$ cat config.mk
export PLATFORM = sky130hd
export DESIGN_NAME = muldiv_iter_flat
export DESIGN_NICKNAME = d
export VERILOG_FILES = /design/src/rtl/muldiv_iter_pkg.sv /design/src/rtl/muldiv_iter_if.sv /design/src/rtl/muldiv_iter_step.sv /design/src/rtl/muldiv_iter.sv /design/src/flat_wrapper.sv
export SDC_FILE = /design/constraint.sdc
export NUM_CORES = 1
export LEC_CHECK = 0
export CELL_PAD_IN_SITES_DETAIL_PLACEMENT = 2
export CELL_PAD_IN_SITES_GLOBAL_PLACEMENT = 2
export CORE_MARGIN = 5
export CORE_UTILIZATION = 35
export DETAILED_ROUTE_END_ITERATION = 8
export HOLD_SLACK_MARGIN = 0.03
export PLACE_DENSITY_LB_ADDON = 0.2
export SYNTH_ARGS = -nofsm -noshare
export SYNTH_HDL_FRONTEND = slang
export SYNTH_SLANG_ARGS = --single-unit
$ cat constraint.sdc
create_clock -name clk -period 5.7 [get_ports clk]
set_input_delay 0.855 -clock clk [delete_from_list [all_inputs] [get_ports clk]]
set_output_delay 0.855 -clock clk [all_outputs]
set_load 0.01 [all_outputs]
$ cat src/rtl/muldiv_iter_pkg.sv
// Shared definitions for the iterative multiply/divide unit: op codes,
// FSM state encoding and small decode helpers.
package muldiv_iter_pkg;

    typedef enum logic [2:0] {
        MD_NONE  = 3'd0,
        MD_MULT  = 3'd1,
        MD_MULTU = 3'd2,
        MD_DIV   = 3'd3,
        MD_DIVU  = 3'd4,
        MD_MTHI  = 3'd5,
        MD_MTLO  = 3'd6
    } md_op_e;

    typedef enum logic [1:0] {
        IDLE = 2'd0,
        CALC = 2'd1,
        FIX  = 2'd2
    } md_state_e;

    function automatic logic is_muldiv(md_op_e op);
        return (op == MD_MULT) || (op == MD_MULTU) || (op == MD_DIV) || (op == MD_DIVU);
    endfunction

    function automatic logic is_signed_op(md_op_e op);
        return (op == MD_MULT) || (op == MD_DIV);
    endfunction

    function automatic logic is_div_op(md_op_e op);
        return (op == MD_DIV) || (op == MD_DIVU);
    endfunction

endpackage

$ cat src/rtl/muldiv_iter_if.sv
// Request/result bundle between the E-stage and the multiply/divide unit.
interface muldiv_iter_if #(
    parameter int WIDTH = 32
);
    import muldiv_iter_pkg::*;

    logic             start;
    md_op_e           op;
    logic [WIDTH-1:0] operand1;
    logic [WIDTH-1:0] operand2;
    logic             cancel;
    logic [WIDTH-1:0] hi;
    logic [WIDTH-1:0] lo;
    logic             busy;
    logic             done;

    modport master (
        output start, op, operand1, operand2, cancel,
        input  hi, lo, busy, done
    );

    modport slave (
        input  start, op, operand1, operand2, cancel,
        output hi, lo, busy, done
    );

endinterface

$ cat src/rtl/muldiv_iter_step.sv
// One combinational iteration: shift-add for multiply, restoring
// trial-subtract for divide, chosen by is_div.
module muldiv_iter_step #(
    parameter int WIDTH = 32
) (
    input  logic             is_div,
    input  logic [WIDTH-1:0] upper,
    input  logic [WIDTH-1:0] lower,
    input  logic [WIDTH-1:0] operand,
    output logic [WIDTH-1:0] upper_next,
    output logic [WIDTH-1:0] lower_next
);

    logic [WIDTH-1:0] addend;
    logic [WIDTH:0]   sum;
    logic [WIDTH:0]   shifted;
    logic [WIDTH:0]   trial;
    logic             fits;

    // NOTE: every output of a combinational block gets a default first, so no
    // path through the block leaves a value unassigned and infers a latch.
    always_comb begin
        upper_next = upper;
        lower_next = lower;
        addend     = lower[0] ? operand : '0;
        sum        = {1'b0, upper} + {1'b0, addend};
        shifted    = {upper, lower[WIDTH-1]};
        trial      = shifted - {1'b0, operand};
        fits       = ~trial[WIDTH];
        if (is_div) begin
            // Partial remainder < divisor, so a borrow in bit WIDTH means "did not fit".
            upper_next = fits ? trial[WIDTH-1:0] : shifted[WIDTH-1:0];
            lower_next = {lower[WIDTH-2:0], fits};
        end else begin
            upper_next = sum[WIDTH:1];
            lower_next = {sum[0], lower[WIDTH-1:1]};
        end
    end

endmodule

$ cat src/rtl/muldiv_iter.sv
// Iterative multiply/divide unit with architectural HI/LO, fixed latency of
// WIDTH+1 busy cycles per mul/div, cancel and defined divide-by-zero results.
module muldiv_iter
    import muldiv_iter_pkg::*;
#(
    parameter int WIDTH = 32
) (
    input  logic          clk,
    input  logic          reset,
    muldiv_iter_if.slave  md
);

    localparam int CW = $clog2(WIDTH) + 1;

    md_state_e        state, state_next;
    logic [CW-1:0]    count;
    logic             accept, commit, mt_hi, mt_lo;

    logic             is_div, neg_q, neg_r, div_zero;
    logic [WIDTH-1:0] op1_raw, operand_q;
    logic [WIDTH-1:0] upper, lower, upper_next, lower_next;
    logic [WIDTH-1:0] hi_q, lo_q, hi_res, lo_res;
    logic             done_q;

    logic             sign1, sign2;
    logic [WIDTH-1:0] mag1, mag2;
    logic [2*WIDTH-1:0] prod;

    always_ff @(posedge clk) begin
        if (!reset) state <= IDLE;
        else        state <= state_next;
    end

    always_comb begin
        state_next = state;
        accept     = 1'b0;
        unique case (state)
            IDLE: if (md.start && !md.cancel && is_muldiv(md.op)) begin
                state_next = CALC;
                accept     = 1'b1;
            end
            CALC: if (md.cancel)                       state_next = IDLE;
                  else if (count == CW'(WIDTH - 1))    state_next = FIX;
            FIX:  state_next = IDLE;
            default: state_next = IDLE;
        endcase
    end

    assign commit = (state == FIX) && !md.cancel;
    assign mt_hi  = (state == IDLE) && md.start && !md.cancel && (md.op == MD_MTHI);
    assign mt_lo  = (state == IDLE) && md.start && !md.cancel && (md.op == MD_MTLO);

    // The unsigned core only ever sees magnitudes; signs are reapplied in FIX.
    assign sign1 = is_signed_op(md.op) && md.operand1[WIDTH-1];
    assign sign2 = is_signed_op(md.op) && md.operand2[WIDTH-1];
    assign mag1  = sign1 ? -md.operand1 : md.operand1;
    assign mag2  = sign2 ? -md.operand2 : md.operand2;

    muldiv_iter_step #(.WIDTH(WIDTH)) u_step (
        .is_div     (is_div),
        .upper      (upper),
        .lower      (lower),
        .operand    (operand_q),
        .upper_next (upper_next),
        .lower_next (lower_next)
    );

    assign prod = {upper, lower};

    always_comb begin
        hi_res = upper;
        lo_res = lower;
        if (!is_div) begin
            {hi_res, lo_res} = neg_q ? -prod : prod;
        end else if (div_zero) begin
            hi_res = op1_raw;
            lo_res = '1;
        end else begin
            lo_res = neg_q ? -lower : lower;
            hi_res = neg_r ? -upper : upper;
        end
    end

    // NOTE: all state is updated with non-blocking assignments so every
    // register samples the pre-edge values regardless of statement order.
    always_ff @(posedge clk) begin
        if (!reset) begin
            count     <= '0;
            is_div    <= 1'b0;
            neg_q     <= 1'b0;
            neg_r     <= 1'b0;
            div_zero  <= 1'b0;
            op1_raw   <= '0;
            operand_q <= '0;
            upper     <= '0;
            lower     <= '0;
            hi_q      <= '0;
            lo_q      <= '0;
            done_q    <= 1'b0;
        end else begin
            done_q <= commit;
            unique case (state)
                IDLE: begin
                    count <= '0;
                    if (accept) begin
                        is_div    <= is_div_op(md.op);
                        neg_q     <= sign1 ^ sign2;
                        neg_r     <= sign1;
                        div_zero  <= is_div_op(md.op) && (md.operand2 == '0);
                        op1_raw   <= md.operand1;
                        operand_q <= mag2;
                        upper     <= '0;
                        lower     <= mag1;
                    end
                    if (mt_hi) hi_q <= md.operand1;
                    if (mt_lo) lo_q <= md.operand1;
                end
                CALC: begin
                    count <= count + 1'b1;
                    upper <= upper_next;
                    lower <= lower_next;
                end
                FIX: begin
                    count <= '0;
                    if (commit) begin
                        hi_q <= hi_res;
                        lo_q <= lo_res;
                    end
                end
                default: count <= '0;
            endcase
        end
    end

    assign md.hi   = hi_q;
    assign md.lo   = lo_q;
    assign md.busy = (state != IDLE);
    assign md.done = done_q;

endmodule
$ cat src/flat_wrapper.sv
// flat-port wrapper written by rule: the top's interface ports become plain ports
module muldiv_iter_flat import muldiv_iter_pkg::*;
#(
    parameter int WIDTH = 32
)
  (clk, reset, md_start, md_op, md_operand1, md_operand2, md_cancel, md_hi, md_lo, md_busy, md_done);
  muldiv_iter_if #(.WIDTH(WIDTH)) md_i ();
  input  logic clk;
  input  logic reset;
  input wire logic [$bits(md_i.start)-1:0] md_start;
  input wire logic [$bits(md_i.op)-1:0] md_op;
  input wire logic [$bits(md_i.operand1)-1:0] md_operand1;
  input wire logic [$bits(md_i.operand2)-1:0] md_operand2;
  input wire logic [$bits(md_i.cancel)-1:0] md_cancel;
  output wire logic [$bits(md_i.hi)-1:0] md_hi;
  output wire logic [$bits(md_i.lo)-1:0] md_lo;
  output wire logic [$bits(md_i.busy)-1:0] md_busy;
  output wire logic [$bits(md_i.done)-1:0] md_done;
  assign md_i.start = md_start;
  assign md_i.op = md_op;
  assign md_i.operand1 = md_operand1;
  assign md_i.operand2 = md_operand2;
  assign md_i.cancel = md_cancel;
  assign md_hi = md_i.hi;
  assign md_lo = md_i.lo;
  assign md_busy = md_i.busy;
  assign md_done = md_i.done;
  muldiv_iter #(.WIDTH(WIDTH)) u_core (.clk(clk), .reset(reset), .md(md_i));
endmodule
==> flow_summary.json, run 1 <==
{
  "status": "complete, no violations",
  "post-place-ws_ps": 1320,
  "critPathArrivalTime_ps": 4960,
  "drtIter0Drc": 930,
  "max_freq_mhz": 221,
  "yosys.area.top_type": "dfxtp_1",
  "required_ps": 6130,
  "synth_compound_area_share_pct": 30.1,
  "die_area_um2": 51100,
  "syn_nets": 2394,
  "nets": 2421,
  "path_buf_inv": 1,
  "multi_input_area_um2": 11400,
  "path_delay_family": "compound AO/OA/AOI/OAI gates",
  "ant_nets": 0,
  "synth.top_cell.area_share_pct": 25.1,
  "cts_buffers": 27,
  "cp_max_fo": 13,
  "grt_antenna_before_repair": 3,
  "ys_seq_area_share_pct": 25.1,
  "end_kind": "flip-flop",
  "synth_fa_ha_area_share_pct": 5.53,
  "irDropWorstVdd_mv": 0.203,
  "grt_max_degree": 92,
  "async_flop_share_pct": 0,
  "fp.dieH_um": 226,
  "synthCells": 2252,
  "vias": 17700,
  "hp-start": "u_core.md.hi[11]$_SDFFE_PN0P_",
  "ys_warn_count": 0,
  "wl_mm": 75.6,
  "track_usage_pct": 28.7,
  "tightest_slew_ps": 1220,
  "path_clk_slew_ps": 60,
  "placed_cells": 2857,
  "synth_area_leaders": "dfxtp_1 (25%), nand2_1 (7.9%), ha_1 (5.3%)",
  "portBuffers": 136,
  "hold_viol_final": 0,
  "area_delta_synth_final_pct": 16.2,
  "synth.distinct_cells": 76,
  "synth_xor_area_share_pct": 8.31,
  "synth_flop_cell": "dfxtp_1",
  "finalPower_mw": 4.33,
  "final_cells": 2903,
  "setup_violations": 0,
  "die_w_um": 226,
  "hp-class": "reg -> reg",
  "startpoint": "u_core.lower[31]$_SDFFE_PN0P_",
  "synth-edff-count": 0,
  "cts_tree": "built",
  "grt_overflow": 0,
  "placed_cell_area_um2": 18100,
  "via_per_inst": 6.11,
  "cp_cell_sequence": "inv_1 -> ha_1 -> fa_1 -> nor2b_1 -> o31ai_1 -> a31o_2 -> o2bb2ai_1 -> a21oi_1 -> o21ba_2 -> xnor2_2 -> mux2_2 -> a22oi_1 -> o21ai_0",
  "ys_top_cells_by_count": "nand2_1 (343), dfxtp_1 (205), nor2_1 (180), a21oi_1 (168), clkbuf_1 (155)",
  "fin_crit_sh_pct": 79.4,
  "crit_path_start_kind": "flip-flop",
  "num_rows": 79,
  "io_pins": 137,
  "place_congestion": 0.889,
  "final_area_um2": 19000,
  "fillerInstances": 5430,
  "ctsLongestPathBuffers": 3,
  "synth.avg_cell_area_um2": 7.26,
  "finClkSkew_ps": 13.7,
  "drc": 0,
  "regArea_um2": 4110,
  "clock_sinks": 205,
  "dr.pass1.iters": 5,
  "critical_path_class": "reg -> reg",
  "final.setup.tns_ps": 0,
  "yosysMostFrequentCell": "nand2_1",
  "clock-root-buffer": "clkbuf_16",
  "holdWs_ps": 466,
  "dp_hpwl_mm": 55.4,
  "r2r-start": "u_core.lower[31]$_SDFFE_PN0P_",
  "max-cap-violations": 0,
  "cts_hold_buffers": 0,
  "h-tree-depth": 1,
  "core-area_um2": 46400,
  "power_density_nw_per_um2": 228,
  "grt_first_pass_wirelength_mm": 116,
  "p_leak_nw": 7.48,
  "post_cts_buffers": 0,
  "drive_gt1_share_pct": 4.71,
  "wire_per_inst_um": 26.0,
  "synth_top_family_by_area": "compound AO/OA/AOI/OAI gates",
  "rsz0062_at_grt": "false",
  "grt_pass1_vias": 19200,
  "synth_mux_area_share_pct": 2.91,
  "utilization_pct": 41.0,
  "maxSlewHeadroom_pct": 18.6,
  "cts_resized": 0,
  "crit_path_max_incr_delay_ps": 710,
  "clkLatencyLatePin_ps": 560,
  "ys_ff_latch": 205,
  "syn_area_um2": 16300,
  "period_needed_ps": 4530,
  "synth-simple-area-share_pct": 22.4,
  "cp_slowest_cell": "xnor2_2",
  "initial_core_util_pct": 35.2,
  "setup_slack_ps": 1170,
  "drv_slew": 0
}
[kinds of logic after synthesis]
| group | after synthesis |
|---|---|
| AO/OA/AOI/OAI | 734 |
| XOR/XNOR | 155 |
| adder cells (fa/ha/maj) | 71 |
| buffers and inverters | 243 |
| flip-flops | 205 |
| multiplexers | 47 |
| AND/OR/NAND/NOR | 797 |
[flip-flops by register name, summed over array words and instances, names as in the netlist]
signal	count
u_core.lower	32
u_core.md.hi	32
u_core.md.lo	32
u_core.op1_raw	32
u_core.operand_q	32
u_core.upper	32
u_core.count	6
u_core.state	2
u_core.div_zero	1
u_core.is_div	1
u_core.md.done	1
u_core.neg_q	1
u_core.neg_r	1
[tightest hold or removal path: cells and delay by family, from the launching register on]
family	cells	cell delay, ps
and+or+nand+nor	2	120
DFF	1	310
[final cells by class]
cell class	instances	share of cell area, %
Timing Repair Buffer	168	8.49
Multi-Input combinational cell	1804	59.8
Clock buffer	36	3.95
Inverter	73	1.44
Antenna cell	1	0.0132
Tap cell	607	4.00
Clock inverter	9	0.666
Sequential cell	205	21.6
[power breakdown]
part	leakage, nW	internal [mW]	switching [mW]
clock	0.430	1.05	0.707
sequential	1.66	1.48	0.0782
combinational	5.38	0.379	0.632
total	7.48	2.91	1.42
[routing by layer]
layer	global-route usage [%]	part of all wire, %	vias up
li1	-	-	8151
met1	35.5	42	9013
met2	50.3	48	397
met3	2.91	4.1	163
met4	13.4	5.5	4
met5	0	0.036	-
[worst paths after layout]
check	slack, ps	to	cells after the start
min	470	u_core.md.hi[11]$_SDFFE_PN0P_	2
max reg2reg	1170	u_core.upper[20]$_SDFFE_PN0P_	13
min reg2reg	470	u_core.md.hi[11]$_SDFFE_PN0P_	2
max	1170	u_core.upper[20]$_SDFFE_PN0P_	13
[cell usage in the layout, fill, tap and decap left out, types with 20 or more instances in the layout]
master	synthesis	final
o221ai_1	33	33
clkbuf_16	0	27
o211ai_1	61	61
a21boi_0	65	65
a21oi_1	168	168
and3_1	41	41
o21a_1	23	23
clkdlybuf4s50_1	0	135
buf_4	1	32
nor3_1	40	40
o211a_1	31	31
nand2_1	343	342
o21ai_0	153	152
or3_1	35	35
ha_1	69	69
dfxtp_1	205	203
nor2_1	180	180
xnor2_1	95	94
xor2_1	60	59
a211oi_1	20	20
a21o_1	31	31
o31ai_1	28	28
inv_1	73	73
mux2i_1	43	43
nand3_1	41	41
Power figures use the tool's default switching activity.
==> run 2, diff against run 1 <==
Settings changed: CORE_UTILIZATION 35 to 31.
Clock period 5.7 ns to 4.09 ns, I/O delays scaled along.
==> run 2 against run 1 <==
  * Flip-flop and latch count unchanged
  * Combinational power increased by 47%
  * Largest cell class unchanged
  * Sequential share of layout area decreased by 0.64 points
  * Clock skew increased by 1.1 ps
  * Register-to-register slack got worse by 920 ps
  * Highest routed layer is now met4
==> flow_summary.json, run 2 (same netlist as run 1, synthesis figures left out) <==
{
  "placed_cell_area_um2": 18700,
  "dp_hpwl_mm": 58.5,
  "die_w_um": 240,
  "wire_per_inst_um": 25.3,
  "cts_resized": 0,
  "antenna_cells": 0,
  "end_kind": "flip-flop",
  "power_density_nw_per_um2": 309,
  "initial_core_util_pct": 31.2,
  "drtIter0Drc": 1055,
  "p_seq_share_pct": 35.8,
  "critical_path_class": "reg -> reg",
  "grt_antenna_before_repair": 0,
  "nets": 2481,
  "placed_cells": 2998,
  "place_congestion": 0.887,
  "maxSlewHeadroom_pct": 33.2,
  "post_cts_buffers": 0,
  "power.share.combinational_pct": 24.6,
  "clkPwrFrac_pct": 39.7,
  "r2r-start": "u_core.lower[31]$_SDFFE_PN0P_",
  "vias": 17800,
  "grt_pass1_vias": 19100,
  "reg2reg_slack_ps": 250,
  "p_switching_mw": 2.01,
  "cp_max_fo": 6,
  "ant_nets": 0,
  "clkLatencyLatePin_ps": 570,
  "clock-root-buffer": "clkbuf_16",
  "drc": 0,
  "final_cell_mix": "nand2_1 (342), dfxtp_1 (203), nor2_1 (179), a21oi_1 (167), o21ai_0 (152)",
  "final_common_cell": "nand2_1",
  "grt_overflow": 0,
  "die_area_um2": 57400,
  "period_needed_ps": 3840,
  "final.setup.tns_ps": 0,
  "rr_worst_depth": 14,
  "crit_path_start_kind": "flip-flop",
  "ctsLongestPathBuffers": 3,
  "fillerInstances": 6107,
  "holdWs_ps": 438,
  "hold_end": "u_core.operand_q[14]$_SDFFE_PN0P_",
  "critPathArrivalTime_ps": 4270,
  "final_cells": 3047,
  "cts_buffers": 27,
  "hold_viol_final": 0,
  "r2r-end": "u_core.upper[24]$_SDFFE_PN0P_",
  "track_usage_pct": 26.1,
  "fp.dieH_um": 240,
  "dr.pass1.iters": 5,
  "status": "complete, no violations",
  "clock_sinks": 205,
  "setup_violations": 0,
  "drive_gt1_share_pct": 7.16,
  "p_int_mw": 4.03,
  "core-area_um2": 52300,
  "drv_slew": 0,
  "portBuffers": 136,
  "irDropWorstVdd_mv": 0.306,
  "io_pins": 137,
  "hp-start": "reset",
  "h-tree-depth": 1,
  "cts_hold_buffers": 0,
  "grt_first_pass_wirelength_mm": 117,
  "p_leak_nw": 7.77,
  "finClkSkew_ps": 14.9,
  "via_per_inst": 5.86,
  "path_clk_slew_ps": 60,
  "wl_mm": 77.2,
  "p_sw_share_pct": 33.2,
  "max-cap-violations": 0,
  "num_rows": 84,
  "grt_max_degree": 157,
  "fin_crit_sh_pct": 93.8,
  "rsz0062_at_grt": "false",
  "whs_path_depth": 2,
  "hp-class": "in -> reg",
  "max_freq_mhz": 261,
  "area_delta_synth_final_pct": 19.7,
  "tightest_slew_ps": 1000,
  "required_ps": 4520,
  "final_area_um2": 19600,
  "cts_tree": "built"
}
run 2: cell types whose count changed in the layout (fill, tap and decap cells not counted), sizes merged:
cell	change
buf	+60
clkinvlp	+1
clkinv	-1
inv	+1
clkbuf	+4
bufinv	-1
diode	-1
run 2: power by group through the flow:
stage	clock (mW)	sequential, mW	combinational, mW
2_1_floorplan	0	2.16	0.899
3_3_place_gp	0	2.20	1.43
3_5_place_dp	0	2.20	1.48
4_1_cts	2.46	2.16	1.49
5_1_grt	2.53	2.17	1.60
6_report	2.40	2.16	1.48
run 2: final cells by class:
class	count	area, um2	share of cell area (%)
timing repair buffer	228	2100	10.7
clock inverter	9	104	0.531
multi-input combinational	1804	11400	58.1
tap	688	861	4.40
sequential	205	4110	21.0
clock buffer	40	754	3.86
inverter	73	274	1.40
run 2: how the worst max path moves through the flow:
stage	start	endpoint	slack [ps]	cells past startpoint
2_1_floorplan	u_core.lower[31]$_SDFFE_PN0P_	u_core.upper[22]$_SDFFE_PN0P_	460	14
3_3_place_gp	md_operand1[9]	u_core.lower[30]$_SDFFE_PN0P_	420	10
3_5_place_dp	u_core.lower[0]$_SDFFE_PN0P_	u_core.upper[29]$_SDFFE_PN0P_	280	14
4_1_cts	u_core.lower[0]$_SDFFE_PN0P_	u_core.upper[29]$_SDFFE_PN0P_	250	14
5_1_grt	u_core.lower[31]$_SDFFE_PN0P_	u_core.upper[4]$_SDFFE_PN0P_	60	14
6_report	u_core.lower[31]$_SDFFE_PN0P_	u_core.upper[24]$_SDFFE_PN0P_	250	14
run 2: routing by layer:
layer / global-route usage (%) / routed length (um) / up-vias
met5: 0 / 0 / -
met4: 11.9 / 4130 / 0
met3: 2.60 / 2950 / 151
met2: 44.7 / 36700 / 408
met1: 33.1 / 33400 / 9021
li1: - / - / 8262
run 2: worst max-delay path, stage by stage (launching register included):
cell and delay, ps:
dfxtp_1 400, inv_1 150, ha_1 250, fa_1 420, nor2b_1 240, o31ai_1 140
a31o_2 270, o2bb2ai_1 280, a21oi_1 200, o21ba_2 320, xor2_2 300, buf_4 210
nor2_1 50, a222oi_1 320, o21ai_0 140
run 2: metrics by stage:
step / util (%) / setup WS (ps) / total power [mW]
after floorplan: - / 461 / 3.06
after CTS: 37.4 / 251 / 6.10
final: 37.4 / 255 / 6.04
after detailed placement: 35.7 / 276 / 3.68
after global placement: 35.7 / 420 / 3.63
after global routing: 37.4 / 60.3 / 6.30
